===== src/rtl/pwm_ramp_ctrl_if.sv =====
// Handshake and output bundle between a duty-target source and pwm_ramp_ctrl.
// The master side supplies enable and duty targets; the slave (the controller)
// returns the ready flag, the sawtooth count, the comparator ref and status.
interface pwm_ramp_ctrl_if #(
  parameter int CNT_W = 4
);
  logic             en;
  logic [CNT_W-1:0] duty_tgt;
  logic             duty_valid;
  logic             duty_ready;
  logic [CNT_W-1:0] cnt_out;
  logic [CNT_W-1:0] ref_out;
  logic             period_end;
  logic             busy;

  modport master (
    output en, duty_tgt, duty_valid,
    input  duty_ready, cnt_out, ref_out, period_end, busy
  );

  modport slave (
    input  en, duty_tgt, duty_valid,
    output duty_ready, cnt_out, ref_out, period_end, busy
  );
endinterface


===== src/rtl/pwm_ramp_ctrl.sv =====
// PWM ramp sequencer for a 4-bit magnitude comparator (out = in > ref).
// Produces the free-running sawtooth that feeds the comparator 'in', and the
// 'ref' level, which slews toward the latest accepted duty target by at most
// RAMP_STEP per PWM period. 'ref' only moves on the wrap of the sawtooth, so
// no PWM period is ever cut short. Every output comes straight from a flop.
module pwm_ramp_ctrl #(
  parameter int CNT_W     = 4,
  parameter int PRESC     = 4,
  parameter int RAMP_STEP = 1
) (
  input  logic           clk,
  input  logic           rst,
  pwm_ramp_ctrl_if.slave bus
);

  localparam int PW = (PRESC > 1) ? $clog2(PRESC) : 1;
  localparam logic [PW-1:0]    PRESC_MAX = PW'(PRESC - 1);
  localparam logic [CNT_W-1:0] CNT_MAX   = {CNT_W{1'b1}};
  localparam logic [CNT_W-1:0] STEP      = CNT_W'(RAMP_STEP);

  typedef enum logic [1:0] {
    IDLE = 2'd0,
    RAMP = 2'd1,
    HOLD = 2'd2
  } state_t;

  state_t           state_reg, state_next;
  logic [PW-1:0]    presc_reg, presc_next;
  logic [CNT_W-1:0] cnt_reg, cnt_next;
  logic [CNT_W-1:0] ref_reg, ref_next;
  logic [CNT_W-1:0] tgt_reg, tgt_next;
  logic             period_end_reg, period_end_next;
  logic             busy_reg;
  logic             duty_ready_reg;

  logic             active;
  logic             tick;
  logic             wrap;
  logic             xfer;
  logic             ramp_up;
  logic [CNT_W-1:0] diff;
  logic [CNT_W-1:0] step_amt;
  logic [CNT_W-1:0] ref_stepped;

  // The prescaler and counter only run outside IDLE; a wrap is the tick on
  // which the counter rolls over from its maximum back to zero.
  assign active = (state_reg != IDLE);
  assign tick   = active && (presc_reg == PRESC_MAX);
  assign wrap   = tick && (cnt_reg == CNT_MAX);
  assign xfer   = bus.duty_valid && duty_ready_reg;

  // Clamp the step to the remaining distance so ref lands exactly on the
  // target without overshoot or unsigned wrap in either direction.
  assign ramp_up     = (tgt_reg >= ref_reg);
  assign diff        = ramp_up ? (tgt_reg - ref_reg) : (ref_reg - tgt_reg);
  assign step_amt    = (diff < STEP) ? diff : STEP;
  assign ref_stepped = ramp_up ? (ref_reg + step_amt) : (ref_reg - step_amt);

  // Next-state, timing and ramp logic.
  always_comb begin
    state_next      = state_reg;
    presc_next      = presc_reg;
    cnt_next        = cnt_reg;
    ref_next        = ref_reg;
    tgt_next        = tgt_reg;
    period_end_next = 1'b0;

    // A handshake always lands in tgt, even while disabled or idle.
    if (xfer) begin
      tgt_next = bus.duty_tgt;
    end

    if (!bus.en) begin
      state_next = IDLE;
      presc_next = '0;
      cnt_next   = '0;
      ref_next   = '0;
    end else begin
      if (active) begin
        presc_next      = tick ? '0 : presc_reg + 1'b1;
        period_end_next = wrap;
        if (tick) begin
          cnt_next = cnt_reg + 1'b1;
        end
      end

      unique case (state_reg)
        IDLE: begin
          state_next = (tgt_reg != '0) ? RAMP : HOLD;
        end
        RAMP: begin
          if (wrap) begin
            ref_next = ref_stepped;
            if (ref_stepped == tgt_reg) begin
              state_next = HOLD;
            end
          end
        end
        HOLD: begin
          // A new target taken on a wrap edge leaves ref alone on that edge;
          // the first step happens on the following wrap.
          if (xfer && (bus.duty_tgt != ref_reg)) begin
            state_next = RAMP;
          end
        end
        default: begin
          state_next = IDLE;
        end
      endcase
    end
  end

  // State and datapath registers with asynchronous clear.
  always_ff @(posedge clk or posedge rst) begin
    if (rst) begin
      state_reg      <= IDLE;
      presc_reg      <= '0;
      cnt_reg        <= '0;
      ref_reg        <= '0;
      tgt_reg        <= '0;
      period_end_reg <= 1'b0;
      busy_reg       <= 1'b0;
      duty_ready_reg <= 1'b0;
    end else begin
      state_reg      <= state_next;
      presc_reg      <= presc_next;
      cnt_reg        <= cnt_next;
      ref_reg        <= ref_next;
      tgt_reg        <= tgt_next;
      period_end_reg <= period_end_next;
      busy_reg       <= (state_next == RAMP);
      duty_ready_reg <= (state_next != RAMP);
    end
  end

  assign bus.duty_ready = duty_ready_reg;
  assign bus.cnt_out    = cnt_reg;
  assign bus.ref_out    = ref_reg;
  assign bus.period_end = period_end_reg;
  assign bus.busy       = busy_reg;

endmodule


===== src/flat_wrapper.sv =====
// flat-port wrapper written by rule: the top's interface ports become plain ports
module pwm_ramp_ctrl_flat 
#(
  parameter int CNT_W     = 4,
  parameter int PRESC     = 4,
  parameter int RAMP_STEP = 1
)
  (clk, rst, bus_en, bus_duty_tgt, bus_duty_valid, bus_duty_ready, bus_cnt_out, bus_ref_out, bus_period_end, bus_busy);
  pwm_ramp_ctrl_if #(.CNT_W(CNT_W)) bus_i ();
  input  logic clk;
  input  logic rst;
  input wire logic [$bits(bus_i.en)-1:0] bus_en;
  input wire logic [$bits(bus_i.duty_tgt)-1:0] bus_duty_tgt;
  input wire logic [$bits(bus_i.duty_valid)-1:0] bus_duty_valid;
  output wire logic [$bits(bus_i.duty_ready)-1:0] bus_duty_ready;
  output wire logic [$bits(bus_i.cnt_out)-1:0] bus_cnt_out;
  output wire logic [$bits(bus_i.ref_out)-1:0] bus_ref_out;
  output wire logic [$bits(bus_i.period_end)-1:0] bus_period_end;
  output wire logic [$bits(bus_i.busy)-1:0] bus_busy;
  assign bus_i.en = bus_en;
  assign bus_i.duty_tgt = bus_duty_tgt;
  assign bus_i.duty_valid = bus_duty_valid;
  assign bus_duty_ready = bus_i.duty_ready;
  assign bus_cnt_out = bus_i.cnt_out;
  assign bus_ref_out = bus_i.ref_out;
  assign bus_period_end = bus_i.period_end;
  assign bus_busy = bus_i.busy;
  pwm_ramp_ctrl #(.CNT_W(CNT_W), .PRESC(PRESC), .RAMP_STEP(RAMP_STEP)) u_core (.clk(clk), .rst(rst), .bus(bus_i));
endmodule

===== config.mk =====
export PLATFORM = sky130hd
export DESIGN_NAME = pwm_ramp_ctrl_flat
export DESIGN_NICKNAME = d
export VERILOG_FILES = /design/src/rtl/pwm_ramp_ctrl_if.sv /design/src/rtl/pwm_ramp_ctrl.sv /design/src/flat_wrapper.sv
export SDC_FILE = /design/constraint.sdc
export NUM_CORES = 1
export LEC_CHECK = 0
export BUFFER_PORTS_ARGS = -buffer_cell sky130_fd_sc_hd__buf_2
export CAP_MARGIN = 30
export CORE_MARGIN = 3
export CORE_UTILIZATION = 35
export CTS_CLUSTER_DIAMETER = 80
export DETAILED_ROUTE_END_ITERATION = 16
export PLACE_DENSITY = 0.59
export SYNTH_ARGS = -nofsm -noshare
export SYNTH_HDL_FRONTEND = slang
export SYNTH_SLANG_ARGS = --single-unit

===== constraint.sdc =====
create_clock -name clk -period 4.9 [get_ports clk]
set_clock_uncertainty 0.2 [all_clocks]
set_input_delay 0.49 -clock clk [delete_from_list [all_inputs] [get_ports clk]]
set_output_delay 0.49 -clock clk [all_outputs]
set_load 0.05 [all_outputs]

# Word level (Yosys, flattened, before mapping)
# Cells that the tools add are included.
classes:
  add_sub_neg: 6
  mul: 0
  n_div: 0
  magnitude_cmp: 2
  eq_ne: 12
  shift: 0
  n_mux: 20
  bitwise_logic: 0
  n_reduce_logical: 9
op_table:
  columns: ["op", "count"]
  rows:
  - ["two-way mux 4 bit", 9]
  - ["two-way mux 2 bit", 8]
  - ["subtractor 4 bit", 3]
  - ["inequality test 2 x 1 -> 1 bit, second input constant", 5]
  - ["case mux 2 bit (3 select lines)", 1]
  - ["adder 4 x 1 -> 4 bit, second input constant", 1]
  - ["adder 4 bit", 1]
  - ["== test 2 x 1 -> 1 bit, second input constant", 2]
  - ["== test 2 bit, second input constant", 2]
  - ["== test 4 bit", 1]
  - ["== test 4 bit, second input constant", 1]
  - ["greater-or-equal comparator 4 bit", 1]
  - ["logical AND 1 bit", 4]
  - ["< comparator 4 x 1 -> 1 bit, second input constant", 1]
  - ["inequality test 4 bit", 1]
  - ["AND reduction 2 bit", 2]
  - ["nonzero test 4 bit", 1]
  - ["adder 2 x 1 -> 2 bit, second input constant", 1]
  - ["logical NOT 2 bit", 1]
  - ["two-way mux 1 bit", 2]
  - ["nonzero test 2 bit", 1]
totals:
  register_bits: 19
  latch_bits: 0
  ram_bits: 0
  mem_bits_ro: 0
  in_bits: 8
  out_inout_bits: 11
  wordCells: 57
  mem_count: 0

# Logic depth before layout (Yosys ltp)
# Gate-level depths: netlist of the first run.
depth:
  ltp_word: 12
  depth_mapped: 20

# Least setup slack after synthesis of the first run
# Ideal clock, no wire load.
synth_timing:
  path_kind: "reg-to-reg"
  start: "reg u_core.ref_reg[1] (netlist: u_core.bus.ref_out[1])"
  end: "reg u_core.busy_reg (netlist: u_core.bus.busy)"
  setup_ns: 0.122
  arrival_time_ns: 4.316
  required_time_ns: 4.578
  slack_ns: 0.262
  stages_incl_launch_ff: 19
  path_buffers: 0
  period_less_slack_ns: 4.638
  path_cell_list: "dfrtp_1 inv_1 fa_1 a21o_1 a31oi_2 nand4b_1 and3_1 or2_1 nand3_1 inv_1 ha_1 and3_2 ha_1 a21o_1 a21oi_1 xnor2_1 a21boi_1 o2111ai_2 a32o_1"
synth_between:
  elab_chain_cells: 12
  elab_cells_between_ends: 18
  classes_between: "add/sub (4); order compare (2); eq/ne (3); mux (8); reduce/logical (1)"
synth_rtl:
  columns: ["item", "line_no", "text"]
  rows:
  - ["start, declared", "pwm_ramp_ctrl.sv:30", "logic [CNT_W-1:0] ref_reg, ref_next;"]
  - ["start signal, assigned", "pwm_ramp_ctrl.sv:128", "ref_reg <= ref_next;"]
  - ["subtractor 4 bit / greater-or-equal comparator 4 bit (equally long branches)", "pwm_ramp_ctrl.sv:55, pwm_ramp_ctrl.sv:54", null]
  - ["two-way mux 4 bit", "pwm_ramp_ctrl.sv:55", "assign diff = ramp_up ? (tgt_reg - ref_reg) : (ref_reg - tgt_reg);"]
  - ["< comparator 4 x 1 -> 1 bit", "pwm_ramp_ctrl.sv:56", "assign step_amt = (diff < STEP) ? diff : STEP;"]
  - ["two-way mux 4 bit", "pwm_ramp_ctrl.sv:56", null]
  - ["subtractor 4 bit / adder 4 bit (equally long branches)", "pwm_ramp_ctrl.sv:57", "assign ref_stepped = ramp_up ? (ref_reg + step_amt) : (ref_reg - step_amt);"]
  - ["two-way mux 4 bit", "pwm_ramp_ctrl.sv:57", null]
  - ["== test 4 bit", "pwm_ramp_ctrl.sv:94", "if (ref_stepped == tgt_reg) begin"]
  - ["two-way mux 2 bit", "pwm_ramp_ctrl.sv:94", null]
  - ["two-way mux 2 bit", "pwm_ramp_ctrl.sv:92", "if (wrap) begin"]
  - ["case mux 2 bit (3 select lines) (*)", "pwm_ramp_ctrl.sv:87", "unique case (state_reg)"]
  - ["two-way mux 2 bit (*)", "pwm_ramp_ctrl.sv:73", "if (!bus.en) begin"]
  - ["== test 2 x 1 -> 1 bit (*)", "pwm_ramp_ctrl.sv:131", "busy_reg <= (state_next == RAMP);"]
  - ["end signal, assigned", "pwm_ramp_ctrl.sv:131", null]
  - ["end, declared", "pwm_ramp_ctrl.sv:33", "logic busy_reg;"]
# Mark *: on every way between the ends. The rest lies on a longest branch, timed or not.
# A chain may end at the register's enable or synchronous reset.

# Worst setup path after layout of the first run
layout_timing:
  start: "reg u_core.tgt_reg[0]"
  end: "reg u_core.state_reg[0]"
layout_between:
  elab_chain_cells: 11
  elab_cells_between_ends: 16
  classes_between: "add/sub (4); order compare (2); eq/ne (1); mux (8); reduce/logical (1)"
layout_rtl:
  columns: ["item", "line_no", "text"]
  rows:
  - ["start, declared", "pwm_ramp_ctrl.sv:31", "logic [CNT_W-1:0] tgt_reg, tgt_next;"]
  - ["start signal, assigned", "pwm_ramp_ctrl.sv:129", "tgt_reg <= tgt_next;"]
  - ["subtractor 4 bit / greater-or-equal comparator 4 bit (equally long branches)", "pwm_ramp_ctrl.sv:55, pwm_ramp_ctrl.sv:54", null]
  - ["two-way mux 4 bit", "pwm_ramp_ctrl.sv:55", null]
  - ["< comparator 4 x 1 -> 1 bit", "pwm_ramp_ctrl.sv:56", null]
  - ["two-way mux 4 bit", "pwm_ramp_ctrl.sv:56", null]
  - ["subtractor 4 bit / adder 4 bit (equally long branches)", "pwm_ramp_ctrl.sv:57", null]
  - ["two-way mux 4 bit", "pwm_ramp_ctrl.sv:57", null]
  - ["== test 4 bit", "pwm_ramp_ctrl.sv:94", null]
  - ["two-way mux 2 bit", "pwm_ramp_ctrl.sv:94", null]
  - ["two-way mux 2 bit", "pwm_ramp_ctrl.sv:92", null]
  - ["case mux 2 bit (3 select lines) (*)", "pwm_ramp_ctrl.sv:87", null]
  - ["two-way mux 2 bit (*)", "pwm_ramp_ctrl.sv:73", null]
  - ["net u_core.state_next[0]", "pwm_ramp_ctrl.sv:27", "state_t state_reg, state_next;"]
  - ["end signal, assigned", "pwm_ramp_ctrl.sv:125", "state_reg <= state_next;"]
  - ["end, declared", "pwm_ramp_ctrl.sv:27", null]
# The timed path passes the listed nets; every way through them passes the cells marked *.

==> impl_results.md, run 1 <==
* CTS Sinks at 19
* Placed cell area at 1520 um^2
* Final Wtd Congestion at 0.835
* Worst-skew pair later-pin latency at 0.25 ns
* Fillcell total at 396
* Area of the multi-input gates at 838 um^2
* Met2 Use GR at 0.222
* Cell Area, Synth at 1370 um^2
* Final net count at 192
* Synth top area share at 0.347
* Die footprint at 4700 um^2
* GRT Util Overall at 0.138
* Most frequent cells in the layout: buf_2 (18), dfrtp_1 (18), nand2_1 (14), inv_1 (14)
* Final worst path period need at 4.62 ns
* Worst-path cell chain: inv_1 -> ha_1 -> inv_1 -> fa_1 -> a21o_1 -> a31oi_2 -> nand4b_1 -> and3_1 -> or2_1 -> nand3_1 -> inv_1 -> ha_1 -> and3_2 -> ha_1 -> a21o_1 -> a21oi_1 -> xnor2_1 -> a21boi_1 -> o2111ai_2 -> a32o_1
* Non-filler cells, final at 215
* Initial Utilization at 0.369
* Final hold violation count at 0
* Initial antenna violation count at 0
* Chip Width at 68.6 um
* Relative slew slack at 0.494
* Worst-margin pin slew at 0.758 ns
* Hold Crit Class: in2async
* Final Instance Area at 1570 um^2
* Reg-to-Reg Start: u_core.tgt_reg[0]$_DFFE_PP0P_
* YS warnings at 0
* Hold Slack at 0.163 ns
* Row count at 22
* Vias per cell at 5.02
* Pre-CTS WS at 0.162 ns
* Area of the core at 3720 um^2
* Status: finished clean
* DPL Wire Length at 2340 um
* CP top delay family: compound AO/OA/AOI/OAI gates
* Largest net degree at the start of global routing at 20
* Setup Buffers After CTS at 0
* Top cells by area, synth: dfrtp_1 (35%), ha_1 (12%), xnor2_1 (5.1%), fa_1 (4.4%), inv_1 (3.8%)
* Synthesized Nets at 169
* Setup CP Type: reg2reg
* Worst Setup Slack, final at 0.282 ns
* Period Utilization, post-route at 0.942
* Residual DRC at 0
* Buf/Inv on CP at 3
* Post-synth ARST share at 1.00
* Cell taking the most area after synthesis: dfrtp_1
* Setup violators final at 0
* Netlist cell types at 38
* Critical Path Fanout Max at 5
* Clk root buf: clkbuf_8
* Worst-path clk slew at 0.07 ns
* Setup TNS Final at 0 ns
* Worst Path Required at 4.84 ns
* GR peak layer: met2
* Register area share after synthesis at 0.347
* Placed cell count at 211
* Synthesized instance count at 145
* H-tree level count at 1
* Util after Layout at 0.423
* Top-level I/O count at 19
* Critical path's slowest cell: dfrtp_1
* CTS buffer count at 3
* Worst path arrival time at 4.56 ns
* N_diodes at 0
* Final Power at 0.738 mW
* Mean Syn Cell Area at 9.45 um^2
* Startpoint class of the critical path: register
* Grt ovf at 0
* Met3 GRT Util at 0.0194
* Max-slew violation count at 0
* Reg area at 477 um^2
* Initial DRC Count at 16
* Area growth syn-to-layout at 14.6%
* DRT Pass-1 Iters at 4
* Routed wire length at 2860 um
* Layout cells sized above 1 at 0.198
* IO Port Bufs at 18
* Synth Flop Type: dfrtp_1
* CTS tree: built
* Power per cell area at 470 nW/um^2
* Post-synth EDFFs at 0
* RSZ-0062 raised after global routing: no
* WL/cell at 13.3 um
* Critical Path Sink Type: register
* VDD IR max at 0.212 mV
* Antenna Violating Nets Remaining at 0
* Vias in the first global route at 1,041
* Maxcap violations at 0
* M1 GR Usage at 0.190
* Vias after detailed routing at 1,080
* Highest clock rate at 217 MHz
* DIE HEIGHT at 68.6 um
* Clk buf depth at 2
* First-pass GRT wire length at 4860 um
* Pleak at 0.721 nW
* Synth Register Bits at 19
* Origin of the worst setup path: u_core.tgt_reg[0]$_DFFE_PP0P_
* CP peak stage delay at 0.43 ns
[cells by family after synthesis]
group | Yosys count | share of synthesized area
other | 1 | 0.00274
buffers and inverters | 15 | 0.0411
adder cells (fa/ha/maj) | 16 | 0.163
flip-flops | 19 | 0.347
AO/OA/AOI/OAI | 29 | 0.153
multiplexers | 5 | 0.0402
XOR/XNOR | 14 | 0.0895
AND/OR/NAND/NOR | 46 | 0.163
[synth_stat cells, types with 4 or more instances]
cell type,count
a21oi_1,9
dfrtp_1,19
ha_1,13
inv_1,14
mux2_2,4
nand2_1,14
nand3_1,4
nor2_1,13
o21ai_0,4
xnor2_1,8
xor2_1,6
[layer usage]
| metal | routed length (um) | part of all wire | up-vias |
|---|---|---|---|
| li1 | - | - | 542 |
| met1 | 1340 | 0.47 | 519 |
| met2 | 1430 | 0.50 | 13 |
| met3 | 61 | 0.021 | 6 |
| met4 | 29 | 0.010 | 0 |
| met5 | 0 | 0 | - |
[area by class of cell]
cell class / count / area share
sequential: 19 / 0.304
clock buffer: 4 / 0.0287
tap: 48 / 0.0382
timing repair buffer: 19 / 0.0622
inverter: 14 / 0.0335
multi-input combinational: 111 / 0.534
[report_power, final]
| part | switching (mW) | internal [mW] |
|---|---|---|
| sequential | 0.0412 | 0.194 |
| clock | 0.0500 | 0.0577 |
| combinational | 0.232 | 0.164 |
| total | 0.323 | 0.415 |
[timing repair]
item,CTS,global route
hold buffers,0,0
setup endpoints to repair,0,3
gates resized for setup,0,1
[path summary, 6_finish.rpt]
path	end	slack, ns	depth (start not counted)
setup reg to reg	u_core.state_reg[0]$_DFF_PP0_	0.28	20
setup / recovery	u_core.state_reg[0]$_DFF_PP0_	0.28	20
hold reg to reg	u_core.presc_reg[1]$_DFFE_PP0P_	0.33	2
min in group clk	u_core.tgt_reg[2]$_DFFE_PP0P_	0.30	2
hold / removal	u_core.presc_reg[1]$_DFFE_PP0P_	0.16	2
max in group asynchronous	u_core.bus.ref_out[1]$_DFFE_PP0P_	3.82	2
No activity file was read; power rests on OpenSTA's default activity.
==> run 2: changes to the inputs <==
--- a/config.mk
+++ b/config.mk
@@ -10,8 +10,9 @@
 export CORE_MARGIN = 3
 export CORE_UTILIZATION = 35
 export CTS_CLUSTER_DIAMETER = 80
+export CTS_CLUSTER_SIZE = 30
 export DETAILED_ROUTE_END_ITERATION = 16
-export PLACE_DENSITY = 0.59
+export PLACE_DENSITY = 0.52
 export SYNTH_ARGS = -nofsm -noshare
 export SYNTH_HDL_FRONTEND = slang
 export SYNTH_SLANG_ARGS = --single-unit
==> run 2 against run 1 <==
Effect of this change: critical path depth stayed put; largest power group unchanged; critical path type unchanged; sequential power hardly changed; worst hold slack worse by 0.021 ns; setup slack improved by 0.023 ns; clock power about the same; maximum frequency is 0.51% higher; combinational power decreased by 2%.
==> impl_results.md, run 2 (same netlist as run 1, synthesis figures left out) <==
* Hold Crit Class: in2async
* Worst-path clk slew at 0.07 ns
* Worst-path cell chain: inv_1 -> ha_1 -> inv_1 -> fa_1 -> a21o_1 -> a31oi_2 -> nand4b_1 -> and3_1 -> or2_1 -> nand3_1 -> inv_1 -> ha_1 -> and3_2 -> ha_1 -> a21o_1 -> a21oi_2 -> xnor2_1 -> a21boi_1 -> o2111ai_2 -> a32o_1
* Non-filler cells, final at 215
* Top-level I/O count at 19
* Worst Path Required at 4.84 ns
* CP top delay family: compound AO/OA/AOI/OAI gates
* Initial DRC Count at 27
* Fillcell total at 386
* VDD IR max at 0.212 mV
* CP peak stage delay at 0.44 ns
* Relative slew slack at 0.521
* Power per cell area at 465 nW/um^2
* Setup TNS Final at 0 ns
* CTS Sinks at 19
* H-tree level count at 1
* Setup violators final at 0
* Vias after detailed routing at 1,062
* IO Port Bufs at 18
* Final Instance Area at 1580 um^2
* Status: finished clean
* GRT Util Overall at 0.131
* Grt ovf at 0
* Chip Width at 68.6 um
* CTS hold repair buffers at 0
* CTS buffer count at 3
* Antenna Violating Nets Remaining at 0
* Initial Utilization at 0.369
* Reg2Reg Depth at 20
* CTS tree: built
* RSZ-0062 raised after global routing: no
* Critical Path Sink Type: register
* DPL Wire Length at 2250 um
* N_diodes at 0
* WP depth at 20
* Vias per cell at 4.94
* First-pass GRT wire length at 4630 um
* Initial antenna violation count at 0
* WL/cell at 12.7 um
* Period Utilization, post-route at 0.938
* Residual DRC at 0
* Die footprint at 4700 um^2
* Area of the core at 3720 um^2
* Largest net degree at the start of global routing at 20
* Clk buf depth at 2
* Final Wtd Congestion at 0.754
* Final Power at 0.732 mW
* Worst-margin pin slew at 0.718 ns
* Worst-skew pair later-pin latency at 0.25 ns
* Final hold violation count at 0
* Placed cell area at 1520 um^2
* Routed wire length at 2730 um
* DIE HEIGHT at 68.6 um
* Setup CP Type: reg2reg
* Buf/Inv on CP at 3
* Row count at 22
* Most frequent cells in the layout: buf_2 (18), dfrtp_1 (18), nand2_1 (14), inv_1 (14)
* Pleak at 0.725 nW
* Final worst path period need at 4.59 ns
* Layout cells sized above 1 at 0.210
* Area growth syn-to-layout at 15.0%
* Final net count at 192
* Worst path arrival time at 4.54 ns
* Placed cell count at 211
* Critical path's slowest cell: dfrtp_1
* Critical Path Fanout Max at 5
* Clk root buf: clkbuf_8
* Maxcap violations at 0
* Pre-CTS WS at 0.163 ns
* Max-slew violation count at 0
* Startpoint class of the critical path: register
* Vias in the first global route at 1,026
* DRT Pass-1 Iters at 4
* Highest clock rate at 218 MHz
* Worst Setup Slack, final at 0.305 ns
==> run 2: where the power goes <==
| group | total (mW) | internal, mW | switching, mW |
|---|---|---|---|
| registers | 0.235 | 0.193 | 0.0417 |
| clock network | 0.106 | 0.0564 | 0.0501 |
| logic | 0.390 | 0.164 | 0.226 |
==> run 2: timing repair <==
item	4_1_cts	5_1_grt
setup endpoints to repair	0	3
resized for setup	0	2
hold endpoints to repair	0	0
setup buffers	0	0
==> run 2: area by class of cell <==
type | count | area [um^2] | area share
Inverter | 14 | 52.6 | 0.0334
Clock inverter | 1 | 5.00 | 0.00318
Clock buffer | 3 | 41.3 | 0.0262
Timing Repair Buffer | 19 | 97.6 | 0.0620
Multi-Input combinational cell | 111 | 842 | 0.535
Sequential cell | 19 | 477 | 0.303
Tap cell | 48 | 60.1 | 0.0381
==> run 2: final timing paths <==
path,slack (ns),end,startpoint
max reg2reg,0.31,u_core.state_reg[0]$_DFF_PP0_,u_core.tgt_reg[0]$_DFFE_PP0P_
min in group clk,0.29,u_core.tgt_reg[3]$_DFFE_PP0P_,bus_duty_tgt[3]
min reg2reg,0.33,u_core.presc_reg[1]$_DFFE_PP0P_,u_core.presc_reg[1]$_DFFE_PP0P_
max in group asynchronous,3.85,u_core.bus.ref_out[1]$_DFFE_PP0P_,rst
min,0.14,u_core.presc_reg[0]$_DFFE_PP0P_,rst
max,0.31,u_core.state_reg[0]$_DFF_PP0_,u_core.tgt_reg[0]$_DFFE_PP0P_
==> run 2: routing by layer <==
layer  GRT usage  share of wire  up-vias
met5           0              0        -
li1            -              -      542
met2       0.240           0.54       10
met1       0.159           0.43      508
met3      0.0178          0.022        2
met4      0.0372         0.0062        0
==> run 2: per-stage QoR <==
stage / utilization / hold slack [ns]
after floorplan: - / 0.241
after global routing: 0.424 / 0.205
after detailed placement: 0.410 / 0.325
after global placement: 0.410 / 0.314
after CTS: 0.423 / 0.175
final: 0.424 / 0.143
